$ cat config.mk
export PLATFORM = sky130hd
export DESIGN_NAME = tick_sequencer
export DESIGN_NICKNAME = d
export VERILOG_FILES = /design/src/rtl/tick_sequencer.sv
export SDC_FILE = /design/constraint.sdc
export NUM_CORES = 1
export LEC_CHECK = 0
export CAP_MARGIN = 20
export CORE_UTILIZATION = 40
export CTS_CLUSTER_SIZE = 8
export DETAILED_ROUTE_END_ITERATION = 12
export GPL_TIMING_DRIVEN = 0
export PLACE_DENSITY = 0.69
export SETUP_SLACK_MARGIN = 0.1
export SYNTH_ARGS = -nofsm -noshare
export SYNTH_HDL_FRONTEND = slang
export SYNTH_SLANG_ARGS = --single-unit
$ cat constraint.sdc
create_clock -name clk -period 3.6 [get_ports clk]
set_input_delay 1.08 -clock clk [delete_from_list [all_inputs] [get_ports clk]]
set_output_delay 1.08 -clock clk [all_outputs]
set_load 0.03 [all_outputs]
$ cat src/rtl/tick_sequencer.sv
// tick_sequencer
//   Configurable periodic tick generator with finite or continuous bursts.
//   A config word (period, count) is accepted while not running. A start
//   request launches a burst that produces one tick every max(period,1)
//   cycles. A finite burst of N ticks ends with done on the Nth tick. A
//   continuous burst (count 0) runs until stop.
//
// Ports
//   clk         : clock, rising edge
//   rst         : asynchronous active-high reset
//   cfg_valid   : configuration word offered
//   cfg_ready   : configuration word can be accepted (not in RUN)
//   cfg_period  : tick period in clk cycles (0 treated as 1)
//   cfg_count   : ticks per burst, 0 = continuous
//   start       : level-sampled burst request
//   stop        : level-sampled abort request (wins over start)
//   tick        : one-cycle strobe, once per period
//   done        : one-cycle strobe coincident with the last tick of a burst
//   busy        : high while running
//   ticks_left  : ticks remaining in the current burst
module tick_sequencer #(
  parameter int DIV_WIDTH = 26,
  parameter int CNT_WIDTH = 16
) (
  input  logic                 clk,
  input  logic                 rst,
  input  logic                 cfg_valid,
  output logic                 cfg_ready,
  input  logic [DIV_WIDTH-1:0] cfg_period,
  input  logic [CNT_WIDTH-1:0] cfg_count,
  input  logic                 start,
  input  logic                 stop,
  output logic                 tick,
  output logic                 done,
  output logic                 busy,
  output logic [CNT_WIDTH-1:0] ticks_left
);

  typedef enum logic [1:0] {
    S_IDLE   = 2'd0,
    S_LOADED = 2'd1,
    S_RUN    = 2'd2
  } state_t;

  state_t               state_q;
  logic [DIV_WIDTH-1:0] period_q;
  logic [CNT_WIDTH-1:0] count_q;
  logic [DIV_WIDTH-1:0] div_q;
  logic [CNT_WIDTH-1:0] ticks_left_q;
  logic                 tick_q;
  logic                 done_q;
  logic                 busy_q;
  logic                 cfg_ready_q;

  logic                 cfg_fire;
  logic [DIV_WIDTH-1:0] div_last;
  logic                 div_at_end;
  logic                 last_tick;

  // cfg_ready_q is registered from the next state, so it equals (state != RUN).
  assign cfg_fire = cfg_valid && cfg_ready_q;

  // A zero period behaves as period 1: the divider then sits at 0 and every
  // RUN cycle ends a period.
  always_comb begin
    div_last = '0;
    if (period_q != '0) div_last = period_q - DIV_WIDTH'(1);
  end

  assign div_at_end = (div_q == div_last);
  assign last_tick  = (count_q != '0) && (ticks_left_q == CNT_WIDTH'(1));

  always_ff @(posedge clk or posedge rst) begin
    if (rst) begin
      state_q      <= S_IDLE;
      period_q     <= '0;
      count_q      <= '0;
      div_q        <= '0;
      ticks_left_q <= '0;
      tick_q       <= 1'b0;
      done_q       <= 1'b0;
      busy_q       <= 1'b0;
      cfg_ready_q  <= 1'b1;
    end else begin
      // NOTE: non-blocking assignments throughout so every branch reads the
      // pre-edge register values, regardless of statement order.
      // NOTE: strobes default low here, so each branch only raises them.
      tick_q <= 1'b0;
      done_q <= 1'b0;

      unique case (state_q)
        S_IDLE: begin
          // start is ignored until a config has been taken.
          if (cfg_fire) begin
            period_q     <= cfg_period;
            count_q      <= cfg_count;
            ticks_left_q <= cfg_count;
            state_q      <= S_LOADED;
          end
        end

        S_LOADED: begin
          if (cfg_fire) begin
            period_q     <= cfg_period;
            count_q      <= cfg_count;
            ticks_left_q <= cfg_count;
          end
          if (start && !stop) begin
            state_q     <= S_RUN;
            div_q       <= '0;
            busy_q      <= 1'b1;
            cfg_ready_q <= 1'b0;
          end
        end

        S_RUN: begin
          if (stop) begin
            // Abort: any tick due this edge is dropped and no done is given.
            state_q      <= S_LOADED;
            div_q        <= '0;
            ticks_left_q <= count_q;
            busy_q       <= 1'b0;
            cfg_ready_q  <= 1'b1;
          end else if (div_at_end) begin
            tick_q <= 1'b1;
            div_q  <= '0;
            if (last_tick) begin
              done_q       <= 1'b1;
              state_q      <= S_LOADED;
              ticks_left_q <= count_q;
              busy_q       <= 1'b0;
              cfg_ready_q  <= 1'b1;
            end else if (count_q != '0) begin
              ticks_left_q <= ticks_left_q - CNT_WIDTH'(1);
            end
          end else begin
            div_q <= div_q + DIV_WIDTH'(1);
          end
        end

        default: begin
          state_q     <= S_IDLE;
          busy_q      <= 1'b0;
          cfg_ready_q <= 1'b1;
        end
      endcase
    end
  end

  assign tick       = tick_q;
  assign done       = done_q;
  assign busy       = busy_q;
  assign cfg_ready  = cfg_ready_q;
  assign ticks_left = ticks_left_q;

endmodule
==> flow_summary_export.csv <==
group,metric,value,unit
routing,drt_iter0_drc,587,
global_routing,antenna_found_initial,0,
cts,cts_max_level,3,
placed_design,gp_congestion,0.922,
timing,slew_violations,0,
yosys,synth_ff_type,"dfrtp_1",
placed_design,dp_hpwl,12700,microns
hold_path,hold_path.startpoint,"period_q[20]",
routing,drcViolationCount,0,
outcome,run_status,"complete, but fails checks",
hold_path,hold_class,"reg -> reg",
cts,cts_root_buf,"clkbuf_16",
placed_design,numPortBuffers,66,
pwr,p_sw,0.00289,W
setup_path,cp_max_fo,8,
yosys,syn-num-nets,781,
timing,hold_violations,0,
floorplan,core-area,14500,sq um
timing,finClkSkew,0.0111,ns
timing,holdWs,0.498,ns
timing,setup_viol,40,
yosys,yosysMostFrequentCell,"nand2_1",
timing,rsz0062_at_grt,"true",
timing,period_share,1.03,
floorplan,die_area,15300,sq um
setup_path,startpoint,"period_q[10]",
pwr,sequentialPowerShare,0.289,
finish,drive_gt1_frac,0.220,
yosys,yosysWarnings,0,
timing,timing.fmax,269,MHz
cts,clk_latency,0.36,ns
cts,cts_tree,"yes",
routing,wire_per_inst,18.5,microns
setup_path,timing.rr.start,"period_q[10]",
yosys,postSynthCellCount,730,
routing,routed_wl,19200,microns
run,maxCapViolCount,0,
pwr,p_per_area,783,nW/um^2
yosys,synth_top_area_cell,"dfrtp_1",
cts,cts_hold_buf,0,
cts,cts_made_buffers,9,
yosys,async_flop_share,1.00,
finish,syn2layout_area_growth,39.2,%
floorplan,chipHeight,124,microns
pwr,static-leakage-power,3.49,nW
routing,postRouteAntennaNets,0,
pwr,peakVddDrop,0.622,mV
setup_path,cp-end-kind,"register",
cts,clk_pin_slew,0.07,ns
pwr,sw_frac_of_total,0.448,
global_routing,grt_pass1_vias,5925,
floorplan,ioPinCount,67,
yosys,yosys-top-cells-area,"dfrtp_1, nand2_1, o21ai_0, xnor2_1, xor2_1",
yosys,yosys-top-cells-count,"nand2_1, dfrtp_1, o21ai_0, nor2_1, clkbuf_1",
pwr,p_clk_frac,0.167,
yosys,netlist.area_leader.share,0.377,
floorplan,initial_core_util,0.408,
setup_path,arrival,4.01,ns
global_routing,grtUsageTotal,0.263,
outcome,failed_checks,"negative setup slack",
yosys,synth_edf_count,0,
pwr,comb_power_share,0.544,
cts,clk_path_buf_depth,2,
finish,insertedDiodeCount,0,
global_routing,grt_max_degree,62,
global_routing,overflow,0,
timing,slew-limit-headroom,0.539,
setup_path,critPathRequiredTime,3.89,ns
yosys,syn_avg_cell_area,8.09,sq um
floorplan,fp-row-count,44,
timing,timing.setup.tns,-3.24,ns
finish,nets,900,
yosys,synthDistinctLibCells,62,
setup_path,crit_type,"reg -> reg",
timing,setup_slack,-0.117,ns
pwr,internal-power,0.00355,W
routing,viasPerCell,5.94,
routing,dr.pass1.iters,6,
yosys,ys_seq_elements,90,
yosys,synth-seq-area-share,0.381,
setup_path,crit_path_start_kind,"register",
yosys,synth_area,5910,sq um
timing,period_minus_slack,3.72,ns
cts,clkSinkCount,90,
finish,fillers,1321,
global_routing,grt_pass1_wl,30600,microns
routing,num_vias,6170,
floorplan,die_w,124,microns
timing,worst_pin_slew,0.692,ns
==> cells by family after synthesis <==
logic type,after synthesis,synth area share
multiplexers,2,0.00339
AO/OA/AOI/OAI,161,0.181
XOR/XNOR,43,0.0684
adder cells (fa/ha/maj),4,0.00847
buffers and inverters,61,0.0479
AND/OR/NAND/NOR,369,0.309
flip-flops,90,0.381
==> power groups by stage <==
stage | Combinational [W] | Clock (W) | Sequential (W)
finish | 0.00350 | 0.00107 | 0.00186
global route | 0.00379 | 0.00114 | 0.00190
CTS | 0.00318 | 0.00110 | 0.00182
detailed placement | 0.00258 | 0 | 0.00179
global placement | 0.00254 | 0 | 0.00178
floorplan | 0.00171 | 0 | 0.00185
==> stage by stage <==
stage	power, W	worst slack [ns]	instances	cell area (sq um)	utilization
2_1_floorplan	0.00356	0.124	730	5910	-
3_3_place_gp	0.00432	-1.36	980	6800	0.469
3_5_place_dp	0.00437	-0.653	981	6830	0.472
4_1_cts	0.00609	-0.0424	1025	7900	0.546
5_1_grt	0.00683	-0.213	1038	8220	0.568
6_report	0.00644	-0.117	1038	8220	0.568
==> what timing repair did <==
item,CTS,global route
setup buffers,23,13
cloned,6,1
resized for setup,107,73
pin swaps,21,27
endpoints found under the setup margin,48,48
==> per-layer routing <==
metal / GRT usage / up-vias / part of all wire
met1: 0.337 / 2973 / 0.43
met3: 0.0567 / 58 / 0.068
met5: 0 / - / 0
li1: - / 2858 / -
met2: 0.430 / 281 / 0.47
met4: 0.108 / 0 / 0.033
==> placed cells by master (no fill, tap or decap), types with 9 or more instances in the layout <==
master             n
nand2_1          154
dfrtp_1           80
clkdlybuf4s50_1   66
nor2_1            40
buf_4             35
o21ai_0           27
clkbuf_1          27
xnor2_1           21
a21oi_1           20
xor2_1            19
nor4_1            18
o21ai_2           17
nand3_1           17
nand2_2           15
and3_1            15
a211oi_1          14
o21ai_1           14
a21o_1            14
nor3_1            12
inv_1             11
nand4_1           11
or3_1             10
clkbuf_16         10
dfrtp_2            9
==> state kept, by name, indices dropped and copies added (netlist names) <==
| name | cells |
|---|---|
| div_q | 26 |
| state_q | 2 |
| cfg_ready | 1 |
| done | 1 |
| tick | 1 |
| ticks_left | 16 |
| count_q | 16 |
| period_q | 26 |
| busy | 1 |
==> path summary, 6_finish.rpt <==
| check | to | slack (ns) | cells after the start |
|---|---|---|---|
| setup / recovery | ticks_left[0] | -0.12 | 11 |
| min in group asynchronous | ticks_left[12] | 1.07 | 2 |
| max in group asynchronous | cfg_ready | 1.85 | 3 |
| setup reg to reg | ticks_left[0] | -0.12 | 11 |
| hold / removal | period_q[20] | 0.50 | 2 |
| hold reg to reg | period_q[20] | 0.50 | 2 |
==> critical path, stage by stage, from the launching register on <==
cell and delay (ns):
dfrtp_2 0.44, nor3_4 0.38, buf_4 0.18, nand4_1 0.20, or4_1 0.49, a211oi_2 0.24
a211o_1 0.17, or4b_4 0.49, nor4_4 0.35, a31oi_4 0.28, a211o_1 0.35, nand3_2 0.07
==> cell type report <==
cell class,instances,area [sq um],area share
plain buffers,46,302,0.0367
well taps,184,230,0.0280
clock inverters,6,97.6,0.0119
clock buffers,10,239,0.0291
repair buffers,109,1110,0.135
multi-input cells,579,3920,0.477
inverters,14,57.6,0.00700
flip-flops and latches,90,2260,0.275
Note: power is estimated with default switching activity, not from simulation.
